<file path="config.mk">
export PLATFORM = sky130hd
export DESIGN_NAME = alu_rs_param
export DESIGN_NICKNAME = d
export VERILOG_FILES = /design/src/rtl/alu_rs_param.sv
export SDC_FILE = /design/constraint.sdc
export NUM_CORES = 2
export LEC_CHECK = 0
export CAP_MARGIN = 20
export CORE_MARGIN = 2
export CORE_UTILIZATION = 60
export CTS_BUF_LIST = sky130_fd_sc_hd__clkbuf_2
export CTS_CLUSTER_SIZE = 14
export DETAILED_ROUTE_END_ITERATION = 16
export HOLD_SLACK_MARGIN = 0.15
export PLACE_DENSITY = 0.8
export SLEW_MARGIN = 20
export SYNTH_ARGS = -nofsm -noshare
export SYNTH_HDL_FRONTEND = slang
export SYNTH_SLANG_ARGS = --single-unit
</file>
<file path="constraint.sdc">
create_clock -name clk -period 4.2 [get_ports clk]
set_input_delay 0.84 -clock clk [delete_from_list [all_inputs] [get_ports clk]]
set_output_delay 0.84 -clock clk [all_outputs]
set_load 0.005 [all_outputs]
</file>
<file path="src/rtl/alu_rs_param.sv">
// ALU reservation station: DEPTH entries, NCDB-channel operand wakeup, one registered issue stage.
// Optional `define ALURS_AGE_ORDER_EN selects oldest-ready-first; default is lowest-index-ready-first.
module alu_rs_param #(
    parameter int                                DEPTH      = 8,
    parameter int                                NCDB       = 2,
    parameter int                                DATA_W     = 32,
    parameter int                                TAG_W      = 4,
    parameter logic [TAG_W-1:0]                  TAG_FREE   = '0,
    parameter logic [TAG_W-$clog2(DEPTH)-1:0]    TAG_PREFIX = '0,
    parameter int                                NAME_W     = 5,
    parameter int                                OP_W       = 6,
    parameter int                                ADDR_W     = 32
) (
    input  logic                        clk,
    input  logic                        rst_n,
    input  logic [NCDB-1:0]             cdb_en,
    input  logic [NCDB*TAG_W-1:0]       cdb_tag,
    input  logic [NCDB*DATA_W-1:0]      cdb_data,
    input  logic                        alloc_en,
    input  logic [DATA_W-1:0]           alloc_data_o,
    input  logic [DATA_W-1:0]           alloc_data_t,
    input  logic [TAG_W-1:0]            alloc_tag_o,
    input  logic [TAG_W-1:0]            alloc_tag_t,
    input  logic [NAME_W-1:0]           alloc_name,
    input  logic [OP_W-1:0]             alloc_op,
    input  logic [ADDR_W-1:0]           alloc_addr,
    output logic                        alloc_ready,
    output logic [$clog2(DEPTH)-1:0]    alloc_idx,
    input  logic                        flush,
    output logic                        issue_valid,
    input  logic                        issue_ready,
    output logic [DATA_W-1:0]           issue_data_o,
    output logic [DATA_W-1:0]           issue_data_t,
    output logic [TAG_W-1:0]            issue_tag,
    output logic [NAME_W-1:0]           issue_name,
    output logic [OP_W-1:0]             issue_op,
    output logic [ADDR_W-1:0]           issue_addr,
    output logic [DEPTH-1:0]            free_status,
    output logic [$clog2(DEPTH):0]      free_cnt
);

    localparam int IDX_W  = $clog2(DEPTH);
    localparam int CNT_W  = IDX_W + 1;
    localparam int WAKE_W = TAG_W + DATA_W;

    // Returns {tag, data} after snooping the CDB; the lowest matching channel wins.
    function automatic logic [WAKE_W-1:0] wake(
        input logic [TAG_W-1:0]       tag_in,
        input logic [DATA_W-1:0]      data_in,
        input logic [NCDB-1:0]        en,
        input logic [NCDB*TAG_W-1:0]  tags,
        input logic [NCDB*DATA_W-1:0] datas
    );
        logic [WAKE_W-1:0] res;
        logic              hit;
        res = {tag_in, data_in};
        hit = 1'b0;
        for (int c = 0; c < NCDB; c++) begin
            if (!hit && (tag_in != TAG_FREE) && en[c] && (tags[c*TAG_W +: TAG_W] == tag_in)) begin
                hit = 1'b1;
                res = {TAG_FREE, datas[c*DATA_W +: DATA_W]};
            end
        end
        return res;
    endfunction

    logic [DEPTH-1:0]  busy_q, busy_d;
    logic [TAG_W-1:0]  tag_o_q  [DEPTH];
    logic [TAG_W-1:0]  tag_o_d  [DEPTH];
    logic [TAG_W-1:0]  tag_t_q  [DEPTH];
    logic [TAG_W-1:0]  tag_t_d  [DEPTH];
    logic [DATA_W-1:0] data_o_q [DEPTH];
    logic [DATA_W-1:0] data_o_d [DEPTH];
    logic [DATA_W-1:0] data_t_q [DEPTH];
    logic [DATA_W-1:0] data_t_d [DEPTH];
    logic [NAME_W-1:0] name_q   [DEPTH];
    logic [NAME_W-1:0] name_d   [DEPTH];
    logic [OP_W-1:0]   op_q     [DEPTH];
    logic [OP_W-1:0]   op_d     [DEPTH];
    logic [ADDR_W-1:0] addr_q   [DEPTH];
    logic [ADDR_W-1:0] addr_d   [DEPTH];

    logic [TAG_W-1:0]  fwd_tag_o  [DEPTH];
    logic [TAG_W-1:0]  fwd_tag_t  [DEPTH];
    logic [DATA_W-1:0] fwd_data_o [DEPTH];
    logic [DATA_W-1:0] fwd_data_t [DEPTH];
    logic [DEPTH-1:0]  ready;
    logic [DEPTH-1:0]  grant;

    logic [TAG_W-1:0]  new_tag_o, new_tag_t;
    logic [DATA_W-1:0] new_data_o, new_data_t;

    logic [DEPTH-1:0]  free_vec, alloc_sel;
    logic [IDX_W-1:0]  alloc_idx_c, sel_idx;
    logic [CNT_W-1:0]  free_cnt_c;
    logic              alloc_fire, stage_load, sel_valid;

    logic              issue_valid_q, issue_valid_d;
    logic [DATA_W-1:0] issue_data_o_q, issue_data_o_d;
    logic [DATA_W-1:0] issue_data_t_q, issue_data_t_d;
    logic [TAG_W-1:0]  issue_tag_q, issue_tag_d;
    logic [NAME_W-1:0] issue_name_q, issue_name_d;
    logic [OP_W-1:0]   issue_op_q, issue_op_d;
    logic [ADDR_W-1:0] issue_addr_q, issue_addr_d;

    // Incoming operands see the same-cycle broadcast so nothing is lost on the allocate cycle.
    assign {new_tag_o, new_data_o} = wake(alloc_tag_o, alloc_data_o, cdb_en, cdb_tag, cdb_data);
    assign {new_tag_t, new_data_t} = wake(alloc_tag_t, alloc_data_t, cdb_en, cdb_tag, cdb_data);

    genvar gi, gj;
    generate
        for (gi = 0; gi < DEPTH; gi++) begin : g_wake
            assign {fwd_tag_o[gi], fwd_data_o[gi]} =
                wake(tag_o_q[gi], data_o_q[gi], cdb_en, cdb_tag, cdb_data);
            assign {fwd_tag_t[gi], fwd_data_t[gi]} =
                wake(tag_t_q[gi], data_t_q[gi], cdb_en, cdb_tag, cdb_data);
            assign ready[gi] = busy_q[gi] && (fwd_tag_o[gi] == TAG_FREE) && (fwd_tag_t[gi] == TAG_FREE);
        end
    endgenerate

`ifdef ALURS_AGE_ORDER_EN
    // age_q[i][j] = 1 means entry i was allocated before entry j.
    logic [DEPTH-1:0] age_q [DEPTH];
    logic [DEPTH-1:0] age_d [DEPTH];
    logic [DEPTH-1:0] older [DEPTH];

    generate
        for (gi = 0; gi < DEPTH; gi++) begin : g_age
            for (gj = 0; gj < DEPTH; gj++) begin : g_col
                assign older[gi][gj] = age_q[gj][gi];
            end
            assign grant[gi] = ready[gi] && !(|(ready & older[gi]));
        end
    endgenerate

    always_comb begin
        age_d = age_q;
        if (alloc_fire) begin
            for (int i = 0; i < DEPTH; i++) begin
                if (alloc_sel[i]) age_d[i] = '0;
                else              age_d[i] = age_q[i] | alloc_sel;
            end
        end
    end

    always_ff @(posedge clk or negedge rst_n) begin
        if (!rst_n) age_q <= '{default: '0};
        else        age_q <= age_d;
    end
`else
    assign grant = ready & (~ready + DEPTH'(1));
`endif

    assign free_vec   = ~busy_q;
    assign alloc_sel  = free_vec & (~free_vec + DEPTH'(1));
    assign alloc_fire = alloc_en && (|free_vec) && !flush;
    assign stage_load = !issue_valid_q || issue_ready;
    assign sel_valid  = stage_load && (|ready);

    always_comb begin
        alloc_idx_c = '0;
        sel_idx     = '0;
        free_cnt_c  = '0;
        for (int i = 0; i < DEPTH; i++) begin
            if (alloc_sel[i]) alloc_idx_c = IDX_W'(i);
            if (grant[i])     sel_idx     = IDX_W'(i);
            free_cnt_c = free_cnt_c + CNT_W'(free_vec[i]);
        end
    end

    always_comb begin
        busy_d   = busy_q;
        tag_o_d  = fwd_tag_o;
        tag_t_d  = fwd_tag_t;
        data_o_d = fwd_data_o;
        data_t_d = fwd_data_t;
        name_d   = name_q;
        op_d     = op_q;
        addr_d   = addr_q;
        if (sel_valid) busy_d = busy_d & ~grant;
        if (alloc_fire) begin
            busy_d = busy_d | alloc_sel;
            for (int i = 0; i < DEPTH; i++) begin
                if (alloc_sel[i]) begin
                    tag_o_d[i]  = new_tag_o;
                    tag_t_d[i]  = new_tag_t;
                    data_o_d[i] = new_data_o;
                    data_t_d[i] = new_data_t;
                    name_d[i]   = alloc_name;
                    op_d[i]     = alloc_op;
                    addr_d[i]   = alloc_addr;
                end
            end
        end
        if (flush) busy_d = '0;
    end

    always_comb begin
        issue_valid_d  = issue_valid_q;
        issue_data_o_d = issue_data_o_q;
        issue_data_t_d = issue_data_t_q;
        issue_tag_d    = issue_tag_q;
        issue_name_d   = issue_name_q;
        issue_op_d     = issue_op_q;
        issue_addr_d   = issue_addr_q;
        if (stage_load) begin
            issue_valid_d = sel_valid;
            if (sel_valid) begin
                issue_data_o_d = fwd_data_o[sel_idx];
                issue_data_t_d = fwd_data_t[sel_idx];
                issue_tag_d    = {TAG_PREFIX, sel_idx};
                issue_name_d   = name_q[sel_idx];
                issue_op_d     = op_q[sel_idx];
                issue_addr_d   = addr_q[sel_idx];
            end
        end
        if (flush) issue_valid_d = 1'b0;
    end

    always_ff @(posedge clk or negedge rst_n) begin
        if (!rst_n) begin
            busy_q         <= '0;
            tag_o_q        <= '{default: TAG_FREE};
            tag_t_q        <= '{default: TAG_FREE};
            data_o_q       <= '{default: '0};
            data_t_q       <= '{default: '0};
            name_q         <= '{default: '0};
            op_q           <= '{default: '0};
            addr_q         <= '{default: '0};
            issue_valid_q  <= 1'b0;
            issue_data_o_q <= '0;
            issue_data_t_q <= '0;
            issue_tag_q    <= TAG_FREE;
            issue_name_q   <= '0;
            issue_op_q     <= '0;
            issue_addr_q   <= '0;
        end else begin
            busy_q         <= busy_d;
            tag_o_q        <= tag_o_d;
            tag_t_q        <= tag_t_d;
            data_o_q       <= data_o_d;
            data_t_q       <= data_t_d;
            name_q         <= name_d;
            op_q           <= op_d;
            addr_q         <= addr_d;
            issue_valid_q  <= issue_valid_d;
            issue_data_o_q <= issue_data_o_d;
            issue_data_t_q <= issue_data_t_d;
            issue_tag_q    <= issue_tag_d;
            issue_name_q   <= issue_name_d;
            issue_op_q     <= issue_op_d;
            issue_addr_q   <= issue_addr_d;
        end
    end

    assign alloc_ready  = |free_vec;
    assign alloc_idx    = alloc_idx_c;
    assign free_status  = free_vec;
    assign free_cnt     = free_cnt_c;
    assign issue_valid  = issue_valid_q;
    assign issue_data_o = issue_data_o_q;
    assign issue_data_t = issue_data_t_q;
    assign issue_tag    = issue_tag_q;
    assign issue_name   = issue_name_q;
    assign issue_op     = issue_op_q;
    assign issue_addr   = issue_addr_q;

endmodule
</file>
==> flow_metrics.tcl <==
set metrics [dict create \
    grt_pass1_vias 57500 \
    placed_cells 8169 \
    final.fill_count 7523 \
    worst_setup_path_start_kind "flop" \
    cp-end-kind "output pin" \
    p_total_mw 29.7 \
    synth-edff-count 0 \
    cts.path.max_buffers 4 \
    cp.required_ns 3.36 \
    slew_headroom_pct 14.8 \
    path_class "flop to output pin" \
    maxCapViolCount 0 \
    final_nets 7479 \
    power_density_mw_per_mm2 424 \
    leakagePower_nw 30.2 \
    p_sw_share_pct 36.4 \
    syn2layout_area_growth_pct 16.6 \
    worstPathArrival_ns 4.53 \
    cts_buffers 292 \
    core.rowCount 115 \
    worst_pin_slew_ns 1.27 \
    overflow 0 \
    clkPwrFrac_pct 24.2 \
    cts.htree.levels 5 \
    ys_types 76 \
    synth.area.top_cells "dfrtp_1, mux2i_1, nand2_1, o21ai_0, clkbuf_1" \
    place.gp.congestion 0.934 \
    final_max_slew_viol_count 0 \
    holdWs_ns 0.226 \
    dr.pass1.iters 9 \
    synth_flop_cell "dfrtp_1" \
    worstPathBufferInverterCount 2 \
    synth_top_cell_area_share_pct 43.4 \
    final_util_pct 70.9 \
    hp-class "input pin to flop" \
    power_switching_mw 10.8 \
    syn_avg_cell_area_sq_um 8.62 \
    dieArea_sq_mm 0.102 \
    synth-warning-count 0 \
    wl_per_cell_microns 25.4 \
    num_vias 58000 \
    grt_first_pass_wirelength_mm 338 \
    fin_crit_sh_pct 128 \
    ant_nets 0 \
    p_int_mw 18.9 \
    cp_max_fo 2 \
    ir_drop_mv 0.346 \
    coreArea_sq_mm 0.0987 \
    status "finished, violations left" \
    io_pins 322 \
    crit_path_max_incr_delay_ns 0.56 \
    finalSetupViolCount 7 \
    clkTransAtPathRegs_ns 0.10 \
    grt_usage_pct 42.8 \
    clkSinkCount 1039 \
    vias_per_cell 6.62 \
    synth_commonest_cells "nand2_1, dfrtp_1, o21ai_0" \
    p_comb_share_pct 31.2 \
    die_y_microns 320 \
    drtIter0Drc 7474 \
    clockRootBuffer "clkbuf_2" \
    hold_violations 0 \
    totalWireLength_mm 222 \
    antenna_found_initial 24 \
    drive_above_1_share_pct 14.4 \
    initial_utilization_pct 60.8 \
    fin_worst_skew_ns 0.233 \
    fmax_ghz 0.186 \
    path_cells "inv_2 > fa_1 > fa_1 > fa_2 > ha_4 > fa_2 > xor2_2 > buf_2" \
    worst_slack_ns -1.17 \
    hpwlAfterDp_mm 132 \
    layout.cells.non_filler 8752 \
    ys_seq_area_share_pct 43.4 \
    ys_ff_latch 1039 \
    syn-cell-area_sq_mm 0.0600 \
    synth_most_common_cell "nand2_1" \
    synthCells 6958 \
    clock_latency_ns 1.68 \
    cp_slowest_cell "fa_1" \
    pre_cts_ws_ns -0.177 \
    synth_top_area_cell "dfrtp_1" \
    grt_max_degree 140 \
    route.detailed.drc 0 \
    pwr-share-seq_pct 44.5 \
    tritoncts "built" \
    syn_nets 7161 \
    crit_family "adder cells" \
    synthArstFlopShare_pct 100 \
    fin_crit_ns 5.37 \
    die_w_microns 320 \
    failed_checks "negative setup slack" \
    rsz0062_at_grt "yes" \
    io_buffers 320 \
]
[layer usage]
metal,part of all wire [%],GRT usage (%)
met1,35,52.9
met2,43,64.0
met3,14,14.8
met4,7.3,27.9
met5,0.083,0
[through the flow]
step | instance area (sq um) | setup TNS (ns)
detailed placement | 66300 | -10.55
global route | 69900 | -4.86
floorplan | 60000 | 0
global placement | 66300 | -4.64
CTS | 69900 | -4.39
finish | 70000 | -4.29
[cell families after synthesis]
kind of cell	after synthesis	synth area share, %
and+or+nand+nor	2489	17.2
AOI/OAI and AO/OA	1600	16.0
DFF	1039	43.4
muxes	950	16.2
buffers and inverters	756	5.24
xor gates and xnor gates	114	1.66
adders and majority gates	9	0.238
other	1	0.00625
[tightest hold or removal path: stages]
cell	delay [ns]
clkdlybuf4s50_1	0.50
nand2_1	0.31
o21ai_0	0.12
[power groups by stage]
stage	Clock, mW	Sequential, mW	Combinational, mW
after detailed placement	0	13.3	8.88
final	7.19	13.2	9.27
after global placement	0	13.3	8.54
after CTS	7.20	13.1	9.02
after floorplan	0	12.9	5.36
after global routing	7.78	13.4	10.1
[path summary, 6_finish.rpt]
kind,start,cells after the start,endpoint,slack [ns]
max reg2reg,busy_q[1],14,data_o_q[80],0.52
min reg2reg,addr_q[220],2,addr_q[220],0.48
max in group asynchronous,rst_n,4,tag_o_q[26],2.72
min,alloc_tag_t[0],3,tag_t_q[0],0.23
min in group asynchronous,rst_n,4,data_t_q[8],0.73
max,busy_q[1],8,free_cnt[2],-1.17
[layout by cell type, fill, tap and decap left out, types with 145 or more instances in the layout]
master,netlist,layout
a21oi_1,181,165
buf_4,27,233
clkbuf_2,0,403
clkdlybuf4s50_1,0,310
dfrtp_1,1039,1039
mux2_2,149,149
mux2i_1,763,763
nand2_1,1978,1971
nor2_1,184,170
o211ai_1,145,145
o21ai_0,976,973
[what timing repair did]
action | 4_1_cts | 5_1_grt
endpoints found under the setup margin | 8 | 8
pin swaps | 13 | 14
hold buffers | 84 | 1
buffers inserted | 12 | 5
hold endpoints to repair | 1556 | 16
gates resized for setup | 75 | 10
[area by class of cell]
cell class	count	area (sq um)	share of cell area [%]
multi-input combinational	5163	31500	45.1
sequential	1039	26000	37.2
timing repair buffer	765	8330	11.9
clock buffer	403	2020	2.88
tap	1287	1610	2.30
clock inverter	70	362	0.517
inverter	15	61.3	0.0876
antenna	10	25.0	0.0358
[state kept, by name, summed over array words and instances, names as in the netlist, 8 cells and up]
name / cells
addr_q: 256
issue_addr: 32
tag_o_q: 32
data_o_q: 256
issue_data_o: 32
tag_t_q: 32
name_q: 40
data_t_q: 256
op_q: 48
issue_data_t: 32
busy_q: 8
No activity file was read; power rests on OpenSTA's default activity.
